`src/rtl/fir_tap_sequencer_if.sv`:
```
// Control, host-write and memory/MAC strobe bundle of the FIR tap sequencer.
// The sequencer takes the slave side; the host/datapath side takes master.
interface fir_tap_sequencer_if #(
    parameter int ADDR_WIDTH  = 7,
    parameter int COEFF_WIDTH = 16
);
    logic                   start;
    logic                   abort;
    logic [ADDR_WIDTH-1:0]  base_ptr;
    logic                   ready;
    logic                   busy;
    logic                   coeff_wr_req;
    logic [ADDR_WIDTH-1:0]  coeff_wr_addr;
    logic [COEFF_WIDTH-1:0] coeff_wr_data;
    logic                   coeff_wr_ack;
    logic                   mem_en;
    logic                   mem_we;
    logic [ADDR_WIDTH-1:0]  mem_addr;
    logic [COEFF_WIDTH-1:0] mem_wdata;
    logic [ADDR_WIDTH-1:0]  smp_addr;
    logic                   mac_valid;
    logic                   mac_first;
    logic                   mac_last;
    logic                   done;

    modport master (
        output start, abort, base_ptr, coeff_wr_req, coeff_wr_addr, coeff_wr_data,
        input  ready, busy, coeff_wr_ack, mem_en, mem_we, mem_addr, mem_wdata,
               smp_addr, mac_valid, mac_first, mac_last, done
    );

    modport slave (
        input  start, abort, base_ptr, coeff_wr_req, coeff_wr_addr, coeff_wr_data,
        output ready, busy, coeff_wr_ack, mem_en, mem_we, mem_addr, mem_wdata,
               smp_addr, mac_valid, mac_first, mac_last, done
    );
endinterface

```
`src/rtl/fir_tap_sequencer.sv`:
```
// Walks all taps of one FIR output: one coefficient read and sample address per cycle,
// MAC operand flags delayed by the read latency, and host-write arbitration of the memory port.
module fir_tap_sequencer #(
    parameter int TAPS        = 128,
    parameter int ADDR_WIDTH  = 7,
    parameter int COEFF_WIDTH = 16,
    parameter int RD_LATENCY  = 1
) (
    input  logic                clk,
    input  logic                rst_n,
    fir_tap_sequencer_if.slave  bus
);
    localparam logic [ADDR_WIDTH-1:0] LAST_TAP = ADDR_WIDTH'(TAPS - 1);

    typedef enum logic [1:0] {IDLE, RUN, DRAIN, DONE} state_t;

    state_t                 state;
    logic [ADDR_WIDTH-1:0]  tap;
    logic [ADDR_WIDTH-1:0]  base;
    logic [ADDR_WIDTH-1:0]  mem_addr;
    logic [ADDR_WIDTH-1:0]  smp_addr;
    logic [COEFF_WIDTH-1:0] mem_wdata;
    logic                   ready, busy, ack, mem_en, mem_we, done;
    logic                   vld_p0, first_p0, last_p0;
    logic [RD_LATENCY-1:0]  vld_p, first_p, last_p;
    logic [ADDR_WIDTH-1:0]  next_tap;
    logic                   start_go, wr_go, enter_idle;

    always_comb begin
        next_tap   = tap + ADDR_WIDTH'(1);
        start_go   = bus.start && ready;
        // ack is still high in the cycle the host sees it, so no back-to-back writes
        wr_go      = bus.coeff_wr_req && !ack;
        enter_idle = (state == IDLE && !start_go) || (state == DONE) ||
                     (state != IDLE && bus.abort);
    end

    always_ff @(posedge clk or negedge rst_n) begin
        if (!rst_n) begin
            state     <= IDLE;
            tap       <= '0;
            base      <= '0;
            mem_addr  <= '0;
            smp_addr  <= '0;
            mem_wdata <= '0;
            ready     <= 1'b0;
            busy      <= 1'b0;
            ack       <= 1'b0;
            mem_en    <= 1'b0;
            mem_we    <= 1'b0;
            done      <= 1'b0;
            vld_p0    <= 1'b0;
            first_p0  <= 1'b0;
            last_p0   <= 1'b0;
            vld_p     <= '0;
            first_p   <= '0;
            last_p    <= '0;
        end else begin
            mem_en   <= 1'b0;
            mem_we   <= 1'b0;
            ack      <= 1'b0;
            done     <= 1'b0;
            vld_p0   <= 1'b0;
            first_p0 <= 1'b0;
            last_p0  <= 1'b0;
            // read-latency stages: index i is the flag i+1 cycles after the read strobe
            vld_p[0]   <= vld_p0;
            first_p[0] <= first_p0;
            last_p[0]  <= last_p0;
            for (int i = 1; i < RD_LATENCY; i++) begin
                vld_p[i]   <= vld_p[i-1];
                first_p[i] <= first_p[i-1];
                last_p[i]  <= last_p[i-1];
            end

            case (state)
                IDLE: begin
                    if (start_go) begin
                        state    <= RUN;
                        base     <= bus.base_ptr;
                        tap      <= '0;
                        mem_en   <= 1'b1;
                        mem_addr <= '0;
                        smp_addr <= bus.base_ptr;
                        vld_p0   <= 1'b1;
                        first_p0 <= 1'b1;
                        ready    <= 1'b0;
                        busy     <= 1'b1;
                    end
                end
                RUN: begin
                    if (tap == LAST_TAP) begin
                        state <= DRAIN;
                    end else begin
                        tap      <= next_tap;
                        mem_en   <= 1'b1;
                        mem_addr <= next_tap;
                        smp_addr <= base - next_tap;
                        vld_p0   <= 1'b1;
                        last_p0  <= (next_tap == LAST_TAP);
                    end
                end
                DRAIN: begin
                    if (last_p[RD_LATENCY-1]) begin
                        state <= DONE;
                        done  <= 1'b1;
                    end
                end
                DONE:    state <= IDLE;
                default: state <= IDLE;
            endcase

            if (bus.abort && state != IDLE) begin
                state    <= IDLE;
                mem_en   <= 1'b0;
                done     <= 1'b0;
                vld_p0   <= 1'b0;
                first_p0 <= 1'b0;
                last_p0  <= 1'b0;
                vld_p    <= '0;
                first_p  <= '0;
                last_p   <= '0;
            end

            // first IDLE cycle: a stalled host write takes the port before ready rises
            if (enter_idle) begin
                busy <= 1'b0;
                if (wr_go) begin
                    mem_en    <= 1'b1;
                    mem_we    <= 1'b1;
                    mem_addr  <= bus.coeff_wr_addr;
                    mem_wdata <= bus.coeff_wr_data;
                    ack       <= 1'b1;
                    ready     <= 1'b0;
                end else begin
                    ready <= 1'b1;
                end
            end
        end
    end

    assign bus.ready        = ready;
    assign bus.busy         = busy;
    assign bus.coeff_wr_ack = ack;
    assign bus.mem_en       = mem_en;
    assign bus.mem_we       = mem_we;
    assign bus.mem_addr     = mem_addr;
    assign bus.mem_wdata    = mem_wdata;
    assign bus.smp_addr     = smp_addr;
    assign bus.mac_valid    = vld_p[RD_LATENCY-1];
    assign bus.mac_first    = first_p[RD_LATENCY-1];
    assign bus.mac_last     = last_p[RD_LATENCY-1];
    assign bus.done         = done;
endmodule

```
`src/flat_wrapper.sv`:
```
// flat-port wrapper written by rule: the top's interface ports become plain ports
module fir_tap_sequencer_flat 
#(
    parameter int TAPS        = 128,
    parameter int ADDR_WIDTH  = 7,
    parameter int COEFF_WIDTH = 16,
    parameter int RD_LATENCY  = 1
)
  (clk, rst_n, bus_start, bus_abort, bus_base_ptr, bus_coeff_wr_req, bus_coeff_wr_addr, bus_coeff_wr_data, bus_ready, bus_busy, bus_coeff_wr_ack, bus_mem_en, bus_mem_we, bus_mem_addr, bus_mem_wdata, bus_smp_addr, bus_mac_valid, bus_mac_first, bus_mac_last, bus_done);
  fir_tap_sequencer_if #(.ADDR_WIDTH(ADDR_WIDTH), .COEFF_WIDTH(COEFF_WIDTH)) bus_i ();
  input  logic clk;
  input  logic rst_n;
  input wire logic [$bits(bus_i.start)-1:0] bus_start;
  input wire logic [$bits(bus_i.abort)-1:0] bus_abort;
  input wire logic [$bits(bus_i.base_ptr)-1:0] bus_base_ptr;
  input wire logic [$bits(bus_i.coeff_wr_req)-1:0] bus_coeff_wr_req;
  input wire logic [$bits(bus_i.coeff_wr_addr)-1:0] bus_coeff_wr_addr;
  input wire logic [$bits(bus_i.coeff_wr_data)-1:0] bus_coeff_wr_data;
  output wire logic [$bits(bus_i.ready)-1:0] bus_ready;
  output wire logic [$bits(bus_i.busy)-1:0] bus_busy;
  output wire logic [$bits(bus_i.coeff_wr_ack)-1:0] bus_coeff_wr_ack;
  output wire logic [$bits(bus_i.mem_en)-1:0] bus_mem_en;
  output wire logic [$bits(bus_i.mem_we)-1:0] bus_mem_we;
  output wire logic [$bits(bus_i.mem_addr)-1:0] bus_mem_addr;
  output wire logic [$bits(bus_i.mem_wdata)-1:0] bus_mem_wdata;
  output wire logic [$bits(bus_i.smp_addr)-1:0] bus_smp_addr;
  output wire logic [$bits(bus_i.mac_valid)-1:0] bus_mac_valid;
  output wire logic [$bits(bus_i.mac_first)-1:0] bus_mac_first;
  output wire logic [$bits(bus_i.mac_last)-1:0] bus_mac_last;
  output wire logic [$bits(bus_i.done)-1:0] bus_done;
  assign bus_i.start = bus_start;
  assign bus_i.abort = bus_abort;
  assign bus_i.base_ptr = bus_base_ptr;
  assign bus_i.coeff_wr_req = bus_coeff_wr_req;
  assign bus_i.coeff_wr_addr = bus_coeff_wr_addr;
  assign bus_i.coeff_wr_data = bus_coeff_wr_data;
  assign bus_ready = bus_i.ready;
  assign bus_busy = bus_i.busy;
  assign bus_coeff_wr_ack = bus_i.coeff_wr_ack;
  assign bus_mem_en = bus_i.mem_en;
  assign bus_mem_we = bus_i.mem_we;
  assign bus_mem_addr = bus_i.mem_addr;
  assign bus_mem_wdata = bus_i.mem_wdata;
  assign bus_smp_addr = bus_i.smp_addr;
  assign bus_mac_valid = bus_i.mac_valid;
  assign bus_mac_first = bus_i.mac_first;
  assign bus_mac_last = bus_i.mac_last;
  assign bus_done = bus_i.done;
  fir_tap_sequencer #(.TAPS(TAPS), .ADDR_WIDTH(ADDR_WIDTH), .COEFF_WIDTH(COEFF_WIDTH), .RD_LATENCY(RD_LATENCY)) u_core (.clk(clk), .rst_n(rst_n), .bus(bus_i));
endmodule
```
`config.mk`:
```
export PLATFORM = sky130hd
export DESIGN_NAME = fir_tap_sequencer_flat
export DESIGN_NICKNAME = d
export VERILOG_FILES = /design/src/rtl/fir_tap_sequencer_if.sv /design/src/rtl/fir_tap_sequencer.sv /design/src/flat_wrapper.sv
export SDC_FILE = /design/constraint.sdc
export NUM_CORES = 1
export LEC_CHECK = 0
export CAP_MARGIN = 0
export CELL_PAD_IN_SITES_DETAIL_PLACEMENT = 0
export CELL_PAD_IN_SITES_GLOBAL_PLACEMENT = 2
export CORE_MARGIN = 5
export CORE_UTILIZATION = 39
export CTS_CLUSTER_DIAMETER = 150
export DETAILED_ROUTE_END_ITERATION = 8
export DONT_BUFFER_PORTS = 1
export PLACE_DENSITY = 0.88
export SYNTH_ARGS = -nofsm -noshare
export SYNTH_HDL_FRONTEND = slang
export SYNTH_SLANG_ARGS = --single-unit
```
`constraint.sdc`:
```
create_clock -name clk -period 3.1 [get_ports clk]
set_clock_uncertainty 0.15 [all_clocks]
set_input_delay 0.62 -clock clk [delete_from_list [all_inputs] [get_ports clk]]
set_output_delay 0.62 -clock clk [all_outputs]
set_load 0.01 [all_outputs]
```
==> impl_metrics.tcl <==
set metrics [dict create \
    rsz0062_at_grt "no" \
    required_ns 3.20 \
    final_cells 385 \
    grt_pass1_wl_um 10200 \
    synthDistinctLibCells 47 \
    rows 31 \
    post_cts_buffers 0 \
    critPathBufInv 1 \
    setup_ws_ns 0.385 \
    fin_crit_sh_pct 87.6 \
    n_fill_cell 719 \
    drive_gt1_share_pct 16.1 \
    cts_buffers 9 \
    hold_violations 0 \
    setup_violations 0 \
    grt_max_degree 58 \
    mostFrequentLayoutCells "dfrtp_1 (57), nand2_1 (43), o21ai_0 (22)" \
    dp_cells 367 \
    finalMaxSlewViolations 0 \
    core_area_um2 7140 \
    synth_cells 271 \
    die_y_um 94.8 \
    tightest_slew_ns 0.578 \
    worstPathMaxFanout 6 \
    hpwlAfterDp_um 4550 \
    fin_crit_ns 2.72 \
    arrival_ns 2.82 \
    grt_pass1_vias 2001 \
    crit_type "flip-flop to flip-flop" \
    grt-ovfl-total 0 \
    drt_iter0_drc 115 \
    synth-async-reset-ratio_pct 100 \
    gp_congestion 0.838 \
    final_nets 329 \
    grtUsageTotal_pct 15.1 \
    area_growth_pct 13.0 \
    cp_common_cell "nor3b_1" \
    antenna_found_initial 0 \
    port_buffers 0 \
    maxSlewHeadroom_pct 61.2 \
    clk_pin_slew_ns 0.07 \
    viasPerCell 5.08 \
    cp-end-kind "flip-flop" \
    slowest_stage "fa_1" \
    clock_sinks 57 \
    ys_seq_area_share_pct 50.9 \
    drt_first_pass_iters 4 \
    initial_core_util_pct 39.3 \
    max_cap_violations 0 \
    ctsHtreeMaxLevel 3 \
    cts.path.max_buffers 2 \
    vias 1956 \
    peakVddDrop_uv 366 \
    min_path_type "primary input to flip-flop" \
    synth_ff_type "dfrtp_1" \
    routed_wl_um 6340 \
    p_leak_nw 1.41 \
    synth-seq-cells 57 \
    clock_latency_ns 0.35 \
    status "finished clean" \
    setup_tns_ns 0 \
    avgSynthCellArea_um2 10.3 \
    final_common_cell "dfrtp_1" \
    ios 74 \
    powerDensity_nw_per_um2 1090 \
    cts_root_buffer "clkbuf_8" \
    antennaDiodeCount 0 \
    fmax_mhz 368 \
    drc 0 \
    synth_edf_count 0 \
    die_w_um 94.8 \
    syn_area_um2 2800 \
    post-place-ws_ns 0.405 \
    cp_top_family "adder cells" \
    slowest_delay_ns 0.48 \
    cts_resized 0 \
    synth_nets 319 \
    yosys_warnings 0 \
    crit_path_cell_trace "inv_1 -> ha_1 -> fa_1 -> a211oi_1 -> o21ai_0 -> nor3b_1 -> nor3_1 -> nor3b_1 -> o31ai_1" \
    dieArea_um2 8980 \
    drtAntennaViolNets 0 \
    wl_per_cell_um 16.5 \
    critPathLaunchType "flip-flop" \
    cts_tree "yes" \
]
==> area by class of cell <==
| type | count | area (um^2) | share of cell area (%) |
|---|---|---|---|
| repair buffers | 10 | 97.6 | 3.08 |
| clock inverters | 6 | 67.6 | 2.13 |
| multi-input cells | 187 | 1250 | 39.6 |
| inverters | 16 | 60.1 | 1.90 |
| flip-flops and latches | 57 | 1430 | 45.0 |
| well taps | 99 | 124 | 3.91 |
| clock buffers | 10 | 138 | 4.34 |
==> synthesized netlist by cell type (3+ instances only) <==
master	instances	area [um^2]
nor2_1	16	60.1
nand2b_1	3	18.8
nor3b_1	3	22.5
buf_2	3	15.0
o21ai_0	22	110
and2_1	3	18.8
o21ai_1	3	15.0
inv_1	15	56.3
clkbuf_1	5	18.8
a21oi_1	13	65.1
ha_1	12	150
a211oi_1	3	22.5
dfrtp_1	57	1430
mux2_2	16	180
o31ai_1	7	52.6
nand2_1	43	161
nand3_1	6	30.0
==> stage by stage <==
| stage | utilization (%) | power (mW) | hold WS, ns | cell area [um^2] |
|---|---|---|---|---|
| detailed placement | 41.0 | 2.74 | 0.177 | 2930 |
| CTS | 44.4 | 3.50 | 0.225 | 3170 |
| floorplan | - | 2.39 | 0.174 | 2800 |
| global route | 44.4 | 3.73 | 0.234 | 3170 |
| finish | 44.4 | 3.45 | 0.233 | 3170 |
| global placement | 41.0 | 2.72 | 0.178 | 2930 |
==> state kept, by name (all words and copies together) (netlist names) <==
signal,cells
u_core.last_p0,1
u_core.bus.mem_wdata,16
u_core.base,7
u_core.bus.done,1
u_core.bus.mac_last,1
u_core.bus.mem_en,1
u_core.bus.mem_addr,7
u_core.bus.mac_first,1
u_core.bus.busy,1
u_core.bus.coeff_wr_ack,1
u_core.vld_p0,1
u_core.tap,7
u_core.first_p0,1
u_core.bus.smp_addr,7
u_core.state,2
u_core.bus.ready,1
u_core.bus.mac_valid,1
==> repair_timing <==
action	4_1_cts	5_1_grt
setup endpoints to repair	0	0
hold buffers	2	0
hold endpoints to repair	57	0
==> layer usage <==
layer / track usage [%] / vias to the layer above / share of wire (%)
met1: 19.9 / 949 / 45
met2: 23.1 / 40 / 48
met3: 3.75 / 10 / 4.9
li1: - / 957 / -
met5: 0 / - / 0
met4: 7.93 / 0 / 2.3
==> logic make-up (layout without fill, tap and decap cells) <==
| group | after synthesis | count (layout) | synth area share (%) |
|---|---|---|---|
| AO/OA/AOI/OAI | 67 | 67 | 15.6 |
| adder cells (fa/ha/maj) | 13 | 13 | 6.07 |
| XOR/XNOR | 6 | 6 | 2.86 |
| multiplexers | 17 | 17 | 6.79 |
| AND/OR/NAND/NOR | 84 | 84 | 13.4 |
| flip-flops | 57 | 57 | 50.9 |
| buffers and inverters | 27 | 42 | 4.42 |
==> report_power, final <==
group,leakage (nW),switching [mW],internal (mW)
sequential,0.717,0.328,1.05
clock,0.0985,0.326,0.394
combinational,0.599,0.747,0.610
total,1.41,1.40,2.05
==> path summary, 6_finish.rpt <==
kind | start | end | slack (ns) | depth (start not counted)
max | u_core.tap[0] | u_core.bus.smp_addr[6] | 0.38 | 9
min | bus_base_ptr[6] | u_core.base[6] | 0.23 | 2
max in group asynchronous | rst_n | u_core.base[3] | 1.89 | 2
max reg2reg | u_core.tap[0] | u_core.bus.smp_addr[6] | 0.38 | 9
min reg2reg | u_core.first_p0 | u_core.bus.mac_first | 0.30 | 1
min in group asynchronous | rst_n | u_core.bus.mac_first | 0.64 | 2
(Power assumes the default switching activity.)
